[src/rtl/fnd_pkg.sv]
// ---------------------------------------------------------------------------
// fnd_pkg
// Shared constants for the Basys3 4-digit 7-segment display path.
//   - Slot indices used by the 8-to-1 digit mux and the scan controller.
//   - BCD codes the mux presents for a lit dot and for a blank digit.
//   - Active-low anode patterns, one per visible digit position, plus AN_OFF.
//   - slot_anode(): maps a slot index to its anode pattern.
// ---------------------------------------------------------------------------
package fnd_pkg;

    localparam logic [2:0] SLOT_D1    = 3'd0;
    localparam logic [2:0] SLOT_D10   = 3'd1;
    localparam logic [2:0] SLOT_D100  = 3'd2;
    localparam logic [2:0] SLOT_D1000 = 3'd3;
    localparam logic [2:0] SLOT_DOT   = 3'd6;

    localparam logic [3:0] BCD_BLANK  = 4'hF;
    localparam logic [3:0] BCD_DOT    = 4'hE;

    localparam logic [3:0] AN_OFF     = 4'b1111;
    localparam logic [3:0] AN_D1      = 4'b1110;
    localparam logic [3:0] AN_D10     = 4'b1101;
    localparam logic [3:0] AN_D100    = 4'b1011;
    localparam logic [3:0] AN_D1000   = 4'b0111;

    // The dot slot lights the hundreds position so the dot lands between
    // the seconds and centiseconds digits. Slots 4, 5 and 7 are blank.
    function automatic logic [3:0] slot_anode(input logic [2:0] slot);
        logic [3:0] pattern;
        case (slot)
            SLOT_D1:    pattern = AN_D1;
            SLOT_D10:   pattern = AN_D10;
            SLOT_D100:  pattern = AN_D100;
            SLOT_D1000: pattern = AN_D1000;
            SLOT_DOT:   pattern = AN_D100;
            default:    pattern = AN_OFF;
        endcase
        return pattern;
    endfunction

endpackage

[src/rtl/tick_gen.sv]
// ---------------------------------------------------------------------------
// tick_gen
// Enable-gated modulo-DIV counter producing a one-cycle tick on its last count.
// Parameters:
//   DIV        - division ratio, must be >= 2.
// Ports:
//   clk        - system clock, rising edge.
//   reset_n    - asynchronous active-low reset, counter cleared to 0.
//   en         - 1 = count, 0 = hold the current count (tick forced low).
//   tick       - high in the cycle the count equals DIV-1 while en=1.
//   count_next - value the counter takes at the next clock edge; lets a
//                consumer register outputs aligned with the count.
// ---------------------------------------------------------------------------
module tick_gen #(
    parameter  int DIV = 10,
    localparam int W   = (DIV > 1) ? $clog2(DIV) : 1
) (
    input  logic         clk,
    input  logic         reset_n,
    input  logic         en,
    output logic         tick,
    output logic [W-1:0] count_next
);

    localparam logic [W-1:0] LAST = W'(DIV - 1);

    logic [W-1:0] cnt_q;
    logic [W-1:0] cnt_d;

    assign tick = en && (cnt_q == LAST);

    always_comb begin
        cnt_d = cnt_q;
        if (en) begin
            cnt_d = (cnt_q == LAST) ? '0 : cnt_q + W'(1);
        end
    end

    assign count_next = cnt_d;

    always_ff @(posedge clk or negedge reset_n) begin
        if (!reset_n) begin
            cnt_q <= '0;
        end else begin
            cnt_q <= cnt_d;
        end
    end

endmodule

[src/rtl/fnd_scan_ctrl.sv]
// ---------------------------------------------------------------------------
// fnd_scan_ctrl
// Time-multiplexing scan controller for the Basys3 4-digit 7-segment display.
// Drives the slot select of the 8-to-1 digit mux, the matching active-low
// anode enables and the blinking dot code shown in the dot slot.
//
// Parameters:
//   CLK_FREQ   - system clock in Hz.
//   SCAN_HZ    - slot-advance rate in Hz (8 slots per frame).
//   DOT_HZ     - full on+off blink rate of the dot in Hz.
// Ports:
//   clk        - system clock, rising edge.
//   reset_n    - asynchronous active-low reset.
//   scan_en    - 1 = scanning runs; 0 = prescaler/slot hold, anodes off.
//   blink_en   - 1 = dot blinks at DOT_HZ; 0 = dot held on.
//   dim_level  - (FND_DIM_EN only) brightness, 0 = 25 % .. 3 = 100 %.
//   sel        - slot index to the digit mux.
//   an         - anode enables, active low, an[0] = ones digit.
//   dot_signal - dot code to the mux: BCD_DOT lit, BCD_BLANK dark.
//   scan_tick  - one-cycle pulse on every slot advance.
//
// Build option: define FND_DIM_EN to add dim_level and gate the anodes to the
// first (dim_level+1)/4 of every slot. Without it the anodes stay active for
// the whole slot.
// ---------------------------------------------------------------------------
module fnd_scan_ctrl
    import fnd_pkg::*;
#(
    parameter int CLK_FREQ = 100_000_000,
    parameter int SCAN_HZ  = 8_000,
    parameter int DOT_HZ   = 2
) (
    input  logic       clk,
    input  logic       reset_n,
    input  logic       scan_en,
    input  logic       blink_en,
`ifdef FND_DIM_EN
    input  logic [1:0] dim_level,
`endif
    output logic [2:0] sel,
    output logic [3:0] an,
    output logic [3:0] dot_signal,
    output logic       scan_tick
);

    // SCAN_DIV must come out >= 2 for the prescaler to produce single-cycle ticks.
    localparam int SCAN_DIV  = CLK_FREQ / SCAN_HZ;
    localparam int BLINK_DIV = CLK_FREQ / (2 * DOT_HZ);
    localparam int SCAN_W    = (SCAN_DIV > 1) ? $clog2(SCAN_DIV) : 1;

    logic       blink_tick;
    logic [2:0] sel_q,   sel_d;
    logic [3:0] an_q,    an_d;
    logic [3:0] dot_q,   dot_d;
    logic       phase_q, phase_d;

    // ---------------------------------------------------------------------
    // Scan prescaler and blink timer
    // ---------------------------------------------------------------------
`ifdef FND_DIM_EN
    logic [SCAN_W-1:0] scan_cnt_next;
    logic [31:0]       dim_thr;

    tick_gen #(.DIV(SCAN_DIV)) u_scan_div (
        .clk        (clk),
        .reset_n    (reset_n),
        .en         (scan_en),
        .tick       (scan_tick),
        .count_next (scan_cnt_next)
    );
`else
    tick_gen #(.DIV(SCAN_DIV)) u_scan_div (
        .clk        (clk),
        .reset_n    (reset_n),
        .en         (scan_en),
        .tick       (scan_tick),
        .count_next ()
    );
`endif

    // Free-running: the blink cadence must not stall when scanning is paused.
    tick_gen #(.DIV(BLINK_DIV)) u_blink_div (
        .clk        (clk),
        .reset_n    (reset_n),
        .en         (1'b1),
        .tick       (blink_tick),
        .count_next ()
    );

    // ---------------------------------------------------------------------
    // Next-state logic
    // ---------------------------------------------------------------------
    // 3-bit increment wraps 7 -> 0 on its own.
    assign sel_d   = scan_tick ? sel_q + 3'd1 : sel_q;
    assign phase_d = blink_tick ? ~phase_q : phase_q;

`ifdef FND_DIM_EN
    // Anodes are registered from the next prescaler value so the on-window
    // lines up with the prescaler count seen in the same cycle.
    assign dim_thr = ((32'(dim_level) + 32'd1) * 32'(SCAN_DIV)) / 32'd4;

    always_comb begin
        an_d = AN_OFF;
        if (scan_en && (32'(scan_cnt_next) < dim_thr)) begin
            an_d = slot_anode(sel_d);
        end
    end
`else
    // Registered from the next slot so an and sel switch on the same edge.
    always_comb begin
        an_d = AN_OFF;
        if (scan_en) begin
            an_d = slot_anode(sel_d);
        end
    end
`endif

    // Sampled only on a slot advance so the dot never flips mid-slot; using
    // phase_d lets a blink wrap on the same edge take effect immediately.
    always_comb begin
        dot_d = dot_q;
        if (scan_tick) begin
            dot_d = (!blink_en || phase_d) ? BCD_DOT : BCD_BLANK;
        end
    end

    // ---------------------------------------------------------------------
    // State registers
    // ---------------------------------------------------------------------
    always_ff @(posedge clk or negedge reset_n) begin
        if (!reset_n) begin
            sel_q   <= SLOT_D1;
            an_q    <= AN_OFF;
            dot_q   <= BCD_BLANK;
            phase_q <= 1'b0;
        end else begin
            sel_q   <= sel_d;
            an_q    <= an_d;
            dot_q   <= dot_d;
            phase_q <= phase_d;
        end
    end

    assign sel        = sel_q;
    assign an         = an_q;
    assign dot_signal = dot_q;

endmodule

[config.mk]
export PLATFORM = sky130hd
export DESIGN_NAME = fnd_scan_ctrl
export DESIGN_NICKNAME = d
export VERILOG_FILES = /design/src/rtl/fnd_pkg.sv /design/src/rtl/tick_gen.sv /design/src/rtl/fnd_scan_ctrl.sv
export SDC_FILE = /design/constraint.sdc
export NUM_CORES = 1
export LEC_CHECK = 0
export ABC_AREA = 1
export BUFFER_PORTS_ARGS = -buffer_cell sky130_fd_sc_hd__buf_4
export CORE_MARGIN = 3
export CORE_UTILIZATION = 47
export CTS_CLUSTER_DIAMETER = 120
export DETAILED_ROUTE_END_ITERATION = 7
export PLACE_DENSITY_LB_ADDON = 0.12
export SLEW_MARGIN = 25
export SYNTH_ARGS = -nofsm -noshare
export SYNTH_HDL_FRONTEND = slang
export SYNTH_SLANG_ARGS = --single-unit
[constraint.sdc]
create_clock -name clk -period 1.8 [get_ports clk]
set_clock_uncertainty 0.15 [all_clocks]
set_input_delay 0.18 -clock clk [delete_from_list [all_inputs] [get_ports clk]]
set_output_delay 0.18 -clock clk [all_outputs]
set_load 0.01 [all_outputs]
==> results.cfg, run 1 <==
[synth]
synth_xor_area_frac = 0.0613
syn_area_per_cell_um2 = 7.22
syn_inst = 396
synth_async_sr_flop_share = 1.00
synthFlopType = dfrtp_1
synth_seq_area_share = 0.422
synth_compound_area_frac = 0.0232
synth_edf_count = 0
synth_area_um2 = 2860
synth_simple_gate_area_share = 0.374
synth-seq-cells = 48
synthDistinctLibCells = 30
synthMuxAreaShare = 0
synthAdderAreaFrac = 0.0131
yosys_warnings = 0
synth_top_family_by_area = simple AND/OR/NAND/NOR gates

[clock_network]
cts_root_buffer = clkbuf_8
clk_pin_slew_ns = 0.09
h-tree-depth = 2
cts_buffers = 5
cts_tree = done
numClockSinks = 48
cts_max_path_buffers = 2
worstSkewPairLatency_ns = 0.30

[floorplan]
die_h_um = 84.0
io_pins = 16
die-area_um2 = 7060
num_rows = 27
start_util = 0.501
design.core.area_um2 = 5710
die_w_um = 84.0

[pwr]
leakagePower_nw = 1.56
peakVddDrop_mv = 0.491
powerDensity_nw_per_um2 = 808

[worst_hold_path]
hold_path_class = in2reg

[setup_path]
cp.required_ns = 1.47
cp.arrival_ns = 1.40
cp_max_fo = 5
crit_type = reg2out
critPathCaptureType = primary output
crit_path_start_kind = register

[route]
wl_um = 5950
antenna_left = 0
drc = 0
wl_per_cell_um = 12.0
routed_via_density = 4.83
drtIter0Drc = 126
vias = 2390
dr.pass1.iters = 4

[timing]
setup_ws_ns = 0.0695
hold_violations = 0
worst_pin_slew_ns = 0.617
setup_viol = 0
fmax_mhz = 578
final.setup.tns_ns = 0
min_period_over_period = 0.961
layout_min_cycle_time_ns = 1.73
slew-limit-headroom = 0.589
drv_slew = 0

[grt]
grt_max_degree = 49
grt_pass1_vias = 2268
overflow = 0
grt_pass1_wl_um = 10100
antenna_found_initial = 0
track_usage = 0.177

[finish]
layout_common_cells = nand2_1 (106), nor2_1 (73), inv_1 (61), dfrtp_1 (42), buf_4 (22)
final_common_cell = nand2_1
antenna_cells = 0
layout-drive-gt1-share = 0.151
fin_nets = 429
area_growth_pct = 12.6
n_fill_cell = 549

[run]
drv_cap = 0

[placement]
globalplace.congestion = 0.846
post-dp-hpwl_um = 4410
portBuffers = 12
post-place-ws_ns = 0.0959

[outcome]
status = complete, no violations
where the power goes:
part / internal [mW] / switching (mW) / total [mW]
Combinational: 0.210 / 0.327 / 0.537
Sequential: 1.17 / 0.105 / 1.28
Clock: 0.411 / 0.374 / 0.786
Yosys cell counts, types with 5 or more instances:
master,count,area (um^2)
a21oi_1,6,30.0
dfrtp_1,43,1080
dfstp_2,5,131
inv_1,61,229
nand2_1,106,398
nand3_1,21,105
nand4_1,11,68.8
nor2_1,75,282
nor2_2,8,50.1
nor3_1,5,25.0
xor2_1,16,140
stage by stage:
| step | instances | utilization | power [mW] | hold WS (ns) | instance area [um^2] |
|---|---|---|---|---|---|
| floorplan | 398 | - | 1.61 | -0.266 | 2870 |
| CTS | 488 | 0.551 | 2.54 | 0.0424 | 3150 |
| global route | 495 | 0.564 | 2.77 | 0.0590 | 3220 |
| finish | 495 | 0.564 | 2.60 | 0.0487 | 3220 |
| global placement | 478 | 0.528 | 1.72 | 0.0861 | 3010 |
| detailed placement | 478 | 0.528 | 1.72 | 0.0931 | 3010 |
sequential cells by signal, summed over array words and instances (netlist names):
register	flops
dot_signal	1
u_scan_div.cnt_q	14
an	4
u_blink_div.cnt_q	25
sel	3
phase_q	1
layer usage:
metal  vias to the layer above  GRT usage  wire length [um]
met5                         -          0                 0
met4                         0     0.0614               127
met2                        41      0.304              3000
met1                      1090      0.218              2640
met3                        12     0.0395               175
li1                       1247          -                 -
layout make-up:
| cell class | instances | area [um^2] | share of cell area |
|---|---|---|---|
| clock inverters | 3 | 42.5 | 0.0132 |
| well taps | 72 | 90.1 | 0.0280 |
| inverters | 66 | 251 | 0.0781 |
| multi-input cells | 278 | 1380 | 0.429 |
| repair buffers | 23 | 175 | 0.0544 |
| clock buffers | 5 | 68.8 | 0.0214 |
| flip-flops and latches | 48 | 1210 | 0.375 |
logic make-up after synthesis:
group / after synthesis
AO/OA/AOI/OAI: 12
AND/OR/NAND/NOR: 240
flip-flops: 48
buffers and inverters: 72
adder cells (fa/ha/maj): 3
other: 1
XOR/XNOR: 20
worst paths after layout:
check	from	endpoint	slack, ns	depth (start not counted)
worst max-delay path	u_scan_div.cnt_q[9]	scan_tick	0.07	6
worst min-delay path	blink_en	dot_signal[0]	0.05	5
worst max register to register	u_blink_div.cnt_q[0]	u_blink_div.cnt_q[24]	0.12	8
worst min register to register	dot_signal[0]	dot_signal[0]	0.33	2
max in group asynchronous	reset_n	u_scan_div.cnt_q[5]	0.77	2
min in group asynchronous	reset_n	u_blink_div.cnt_q[10]	0.28	2
worst max-delay path: stages, from the launching register on:
cell and delay [ns]:
dfrtp_1 0.43, nor2_1 0.11, nand2_1 0.15, nor2_4 0.17, nand3_4 0.08, inv_1 0.06, buf_4 0.11
repair_timing:
action | CTS | global route
setup endpoints to repair | 1 | 15
buffers inserted | 1 | 7
resized for setup | 2 | 5
pin swaps | 0 | 2
hold buffers | 1 | 0
hold endpoints to repair | 43 | 0
Note: power is estimated with default switching activity, not from simulation.
==> inputs of run 2 (changes only) <==
--- a/config.mk
+++ b/config.mk
@@ -9,3 +9,2 @@
 export BUFFER_PORTS_ARGS = -buffer_cell sky130_fd_sc_hd__buf_4
-export CORE_MARGIN = 3
 export CORE_UTILIZATION = 47
==> constraint.sdc (replaced) <==
create_clock -name clk -period 1.8 [get_ports clk]
set_clock_uncertainty 0.15 [all_clocks]
set_input_delay 0.36 -clock clk [delete_from_list [all_inputs] [get_ports clk]]
set_output_delay 0.36 -clock clk [all_outputs]
set_load 0.01 [all_outputs]
==> run 2 against run 1 <==
The run now ends with setup timing left; flip-flop and latch count unchanged; worst hold slack improved by 0.15 ns; maximum frequency decreased by 5.0%; final cell count increased by 2.6%; largest power group unchanged; highest routed layer unchanged.
==> results.cfg, run 2 (synthesized netlist as in run 1, its figures left out) <==
[outcome]
status = complete, but fails checks
violations = setup timing

[finish]
max_flop_register = u_blink_div.cnt_q
stdcell_count = 508
largest_reg_flops = 25
layout-drive-gt1-share = 0.180
area_growth_pct = 15.9
layout_common_cells = nand2_1 (104), nor2_1 (72), inv_1 (59), dfrtp_1 (42), buf_4 (31)
fin_nets = 439
antenna_cells = 0
final_common_cell = nand2_1

[clock_network]
worstSkewPairLatency_ns = 0.30
clk_pin_slew_ns = 0.09
cts_buffers = 5
h-tree-depth = 2
cts_root_buffer = clkbuf_8
numClockSinks = 48
cts_tree = done
cts_max_path_buffers = 2

[floorplan]
die_w_um = 80.0
num_rows = 28
die-area_um2 = 6400
die_h_um = 80.0
io_pins = 16
start_util = 0.486
design.core.area_um2 = 5890

[grt]
grtUsageMet1 = 0.256
grt_max_degree = 49
grt_pass1_wl_um = 10400
overflow = 0
grt_busiest_layer = met2
antenna_found_initial = 0
met2_usage = 0.381
grt_pass1_vias = 2351
grtUsageMet3 = 0.0366
track_usage = 0.213

[route]
routed_via_density = 4.82
wl_per_cell_um = 12.1
dr.pass1.iters = 4
wl_um = 6150
antenna_left = 0
drtIter0Drc = 147
vias = 2450
drc = 0

[setup_path]
cp.required_ns = 1.29
critPathCaptureType = primary output
crit_path_start_kind = register
cp.arrival_ns = 1.31
slowest_delay_ns = 0.40
cp_max_fo = 3
crit_type = reg2out
slowest_stage = dfrtp_1
crit_buf_inv = 2
critPathTopFamily = simple AND/OR/NAND/NOR gates
cp_cell_sequence = nor2_1 > nand2_2 > nor2_4 > nand3_4 > inv_2 > buf_6

[timing]
setup_ws_ns = -0.0225
min_period_over_period = 1.01
rsz0062_at_grt = yes
setup_viol = 1
hold_violations = 0
layout_min_cycle_time_ns = 1.82
worst_pin_slew_ns = 0.608
drv_slew = 0
final.setup.tns_ns = -0.0225
slew-limit-headroom = 0.595
fmax_mhz = 549

[worst_hold_path]
hold_path_class = in2reg

[pwr]
peakVddDrop_mv = 0.496
powerDensity_nw_per_um2 = 804
p_sw_frac = 0.315
power.switching_mw = 0.841
combPwrFrac = 0.236
p_int_mw = 1.82
leakagePower_nw = 1.61
pwr-share-seq = 0.468
pwr-share-clk = 0.295

[placement]
dp_cells = 491
post-dp-hpwl_um = 4590
globalplace.congestion = 0.928
portBuffers = 12

[run]
drv_cap = 0
-- run 2: cell types whose count changed in the layout (fill, tap and decap cells not counted), sizes merged --
cell / previous run / this run
clkbuf: 5 / 6
buf: 22 / 32
clkinvlp: 1 / 0
-- run 2: power by group through the flow --
stage	combinational, mW	sequential, mW	clock, mW
final	0.630	1.25	0.787
after global routing	0.705	1.26	0.849
after CTS	0.588	1.23	0.812
after detailed placement	0.533	1.26	0
after global placement	0.530	1.26	0
after floorplan	0.348	1.27	0
-- run 2: per-stage QoR --
step | cell area (um^2) | power (mW) | worst slack [ns] | hold WS, ns | utilization
final | 3310 | 2.66 | -0.0225 | 0.203 | 0.563
after global routing | 3310 | 2.81 | -0.0820 | 0.253 | 0.563
after global placement | 3090 | 1.79 | 0.131 | 0.273 | 0.525
after floorplan | 2870 | 1.61 | 0.282 | -0.0856 | -
after CTS | 3260 | 2.63 | -0.0595 | 0.199 | 0.553
after detailed placement | 3090 | 1.79 | 0.0859 | 0.271 | 0.525
-- run 2: timing repair --
| action | in CTS | in global routing |
|---|---|---|
| buffers inserted | 5 | 3 |
| endpoints found under the setup margin | 1 | 16 |
| hold buffers | 1 | 0 |
| gates resized for setup | 4 | 10 |
| hold endpoints to repair | 43 | 0 |
| pin swaps | 2 | 4 |
-- run 2: area by class of cell --
class | count | area, um^2
clock inverters | 2 | 35.0
repair buffers | 33 | 254
flip-flops and latches | 48 | 1210
clock buffers | 6 | 72.6
well taps | 75 | 93.8
inverters | 66 | 251
fillers | 579 | 2570
multi-input cells | 278 | 1400
-- run 2: per-layer routing --
layer / wire length, um / vias to the layer above
met5: 0 / -
met4: 90 / 0
met3: 181 / 10
met2: 3140 / 47
met1: 2740 / 1124
li1: - / 1269
-- run 2: path summary, 6_finish.rpt --
check,startpoint,endpoint,slack [ns],cells after the start
worst min register to register,dot_signal[0],dot_signal[0],0.32,2
worst min-delay path,blink_en,dot_signal[0],0.20,5
min in group asynchronous,reset_n,u_blink_div.cnt_q[9],0.45,2
worst max register to register,u_scan_div.cnt_q[8],an[3],0.15,8
max in group asynchronous,reset_n,u_scan_div.cnt_q[12],0.60,2
worst max-delay path,u_scan_div.cnt_q[8],scan_tick,-0.02,6
-- run 2: worst register-to-register path: cells and delay by family (launching register included) --
| family | cells | cell delay (ns) |
|---|---|---|
| DFF | 1 | 0.40 |
| buffers and inverters | 2 | 0.22 |
| and+or+nand+nor | 5 | 0.60 |
| AOI/OAI and AO/OA | 1 | 0.23 |
==> inputs of run 3 (changes only) <==
ABC_AREA = unset   (was 1)
CTS_CLUSTER_DIAMETER = 30   (was 120)
SETUP_SLACK_MARGIN = 0.2   (was unset)
==> run 3 against run 2 <==
The flow still finishes with violations (setup timing); clock power decreased by 15%; wire length is 20% lower; final cell count down 29%; register-to-register slack worse by 0.44 ns; via count decreased by 26%; sequential power fell by 6%; cell area grew 0.64%; maximum frequency fell by 16%; critical endpoint unchanged.
==> results.cfg, run 3 <==
[outcome]
status = complete, but fails checks
violations = setup timing

[grt]
grtUsageMet1 = 0.261
antenna_found_initial = 0
grt_pass1_vias = 1741
overflow = 0
grt_pass1_wl_um = 7930
grt_max_degree = 49
grtUsageMet3 = 0.0453
grt_busiest_layer = met2
track_usage = 0.195
met2_usage = 0.322

[placement]
portBuffers = 12
post-place-ws_ns = -0.144
place_area_um2 = 2830
globalplace.congestion = 0.762
post-dp-hpwl_um = 3200

[synth]
synth_most_common_cell = dfrtp_1
synth_area_um2 = 2390
synth_top_area_cell = dfrtp_1
syn_inst = 226
synth_edf_count = 0
synth_async_sr_flop_share = 1.00
syn_area_per_cell_um2 = 10.6
synth_common_cells = dfrtp_1 (43), nand2_1 (21), nor2_1 (21)
synthDistinctLibCells = 41
synth_seq_area_share = 0.506
yosys_warnings = 0
synth_area_leaders = dfrtp_1 (45%), xor2_1 (6.6%), dfstp_2 (5.5%)
synth_top_area_frac = 0.450
synthFlopType = dfrtp_1
synth-seq-cells = 48

[worst_hold_path]
hold_path_class = in2reg

[setup_path]
slowest_stage = or4_4
crit_type = reg2out
crit_path_start_kind = register
crit_buf_inv = 2
critPathTopFamily = simple AND/OR/NAND/NOR gates
cpMostUsedCell = buf_4
cp.arrival_ns = 1.65
cp_cell_sequence = or4_4 > nor4_4 > buf_4 > buf_4
slowest_delay_ns = 0.56
critPathCaptureType = primary output
cp_max_fo = 2
cp.required_ns = 1.29

[pwr]
pwr-share-clk = 0.304
leakagePower_nw = 1.52
power.switching_mw = 0.566
p_sw_frac = 0.258
p_int_mw = 1.63
pwr-share-seq = 0.537
combPwrFrac = 0.159
peakVddDrop_mv = 0.488
powerDensity_nw_per_um2 = 658

[clock_network]
worstSkewPairLatency_ns = 0.29
clk_pin_slew_ns = 0.09
h-tree-depth = 2
cts_max_path_buffers = 2
cts_root_buffer = clkbuf_8
cts_tree = done
cts_buffers = 5
numClockSinks = 48

[timing]
min_period_over_period = 1.20
drv_slew = 0
hold_violations = 0
rsz0062_at_grt = yes
slew-limit-headroom = 0.615
fmax_mhz = 462
layout_min_cycle_time_ns = 2.16
setup_viol = 17
worst_pin_slew_ns = 0.577
final.setup.tns_ns = -3.74
setup_ws_ns = -0.363

[finish]
finalInstanceArea_um2 = 3330
layout-drive-gt1-share = 0.456
layout_common_cells = buf_4 (57), dfrtp_1 (43), xor2_1 (15), nand2_1 (14)
area_growth_pct = 39.6
final_common_cell = buf_4
n_fill_cell = 376
largest_reg_flops = 25
antenna_cells = 0
max_flop_register = u_blink_div.cnt_q
fin_nets = 302
fin_util = 0.692

[route]
antenna_left = 0
drtIter0Drc = 94
dr.pass1.iters = 4
vias = 1809
drc = 0
wl_um = 4920
wl_per_cell_um = 13.6
routed_via_density = 4.98

[floorplan]
start_util = 0.496
design.core.area_um2 = 4820
io_pins = 16
num_rows = 25
die_w_um = 73.3
die_h_um = 73.3
die-area_um2 = 5370

[run]
drv_cap = 0
run 3: changes by cell type after synthesis, sizes merged, moves of 3 or more:
| cell | before | now |
|---|---|---|
| nand2 | 110 | 21 |
| nor2 | 84 | 21 |
| inv | 65 | 6 |
| xnor2 | 4 | 13 |
| and3 | 0 | 8 |
| nor4 | 0 | 4 |
| o21ai | 4 | 8 |
| a21oi | 6 | 3 |
| a31oi | 0 | 3 |
| and2 | 0 | 3 |
| nand3 | 25 | 22 |
| nand4 | 11 | 8 |
| nor2b | 0 | 3 |
| nor3 | 8 | 5 |
run 3: timing repair:
action / CTS / global route
endpoints found under the setup margin: 36 / 40
hold buffers: 1 / 0
resized for setup: 14 / 57
hold endpoints to repair: 43 / 0
pin swaps: 6 / 33
buffers inserted: 10 / 7
run 3: path summary, 6_finish.rpt:
check | startpoint | to | slack [ns] | depth (start not counted)
min in group asynchronous | reset_n | u_blink_div.cnt_q[17] | 0.46 | 2
max in group asynchronous | reset_n | u_scan_div.cnt_q[12] | 0.65 | 2
worst max register to register | u_scan_div.cnt_q[10] | an[1] | -0.29 | 8
worst min register to register | phase_q | phase_q | 0.34 | 1
worst min-delay path | blink_en | dot_signal[0] | 0.13 | 3
worst max-delay path | u_scan_div.cnt_q[10] | scan_tick | -0.36 | 4
run 3: cell families (layout without fill, tap and decap cells):
logic type,Yosys count,in the layout,share of synthesized area
and+or+nand+nor,106,106,0.268
adders and majority gates,3,3,0.0157
AOI/OAI and AO/OA,19,19,0.0482
muxes,2,2,0.00838
buffers and inverters,16,84,0.0393
DFF,48,48,0.506
other,1,3,0.00157
xor gates and xnor gates,31,31,0.114
run 3: tightest hold or removal path: stages:
cell     delay (ns)
buf_4          0.11
nand2_1        0.05
o22ai_1        0.05
run 3: cell type report:
type / count / area [um^2] / area share
clock buffers: 7 / 86.3 / 0.0259
clock inverters: 1 / 7.51 / 0.00225
repair buffers: 70 / 586 / 0.176
well taps: 67 / 83.8 / 0.0251
flip-flops and latches: 48 / 1210 / 0.362
multi-input cells: 164 / 1340 / 0.402
inverters: 6 / 22.5 / 0.00675
run 3: power groups by stage:
stage                     clock (mW)  sequential, mW  combinational [mW]
after global placement             0            1.20               0.323
after CTS                      0.685            1.18               0.341
final                          0.666            1.18               0.349
after detailed placement           0            1.20               0.325
after global routing           0.736            1.19               0.386
after floorplan                    0            1.22               0.151
run 3: per-stage QoR:
step | hold WS [ns] | total power [mW] | std cells
final | 0.130 | 2.19 | 363
after global routing | 0.130 | 2.31 | 363
after CTS | 0.116 | 2.21 | 356
after detailed placement | 0.256 | 1.52 | 337
after global placement | 0.256 | 1.52 | 337
after floorplan | -0.0856 | 1.37 | 228
run 3: layer usage:
layer / share of wire / routed length (um)
met1: 0.45 / 2200
met4: 0.0061 / 30
met5: 0 / 0
met3: 0.021 / 101
met2: 0.53 / 2590
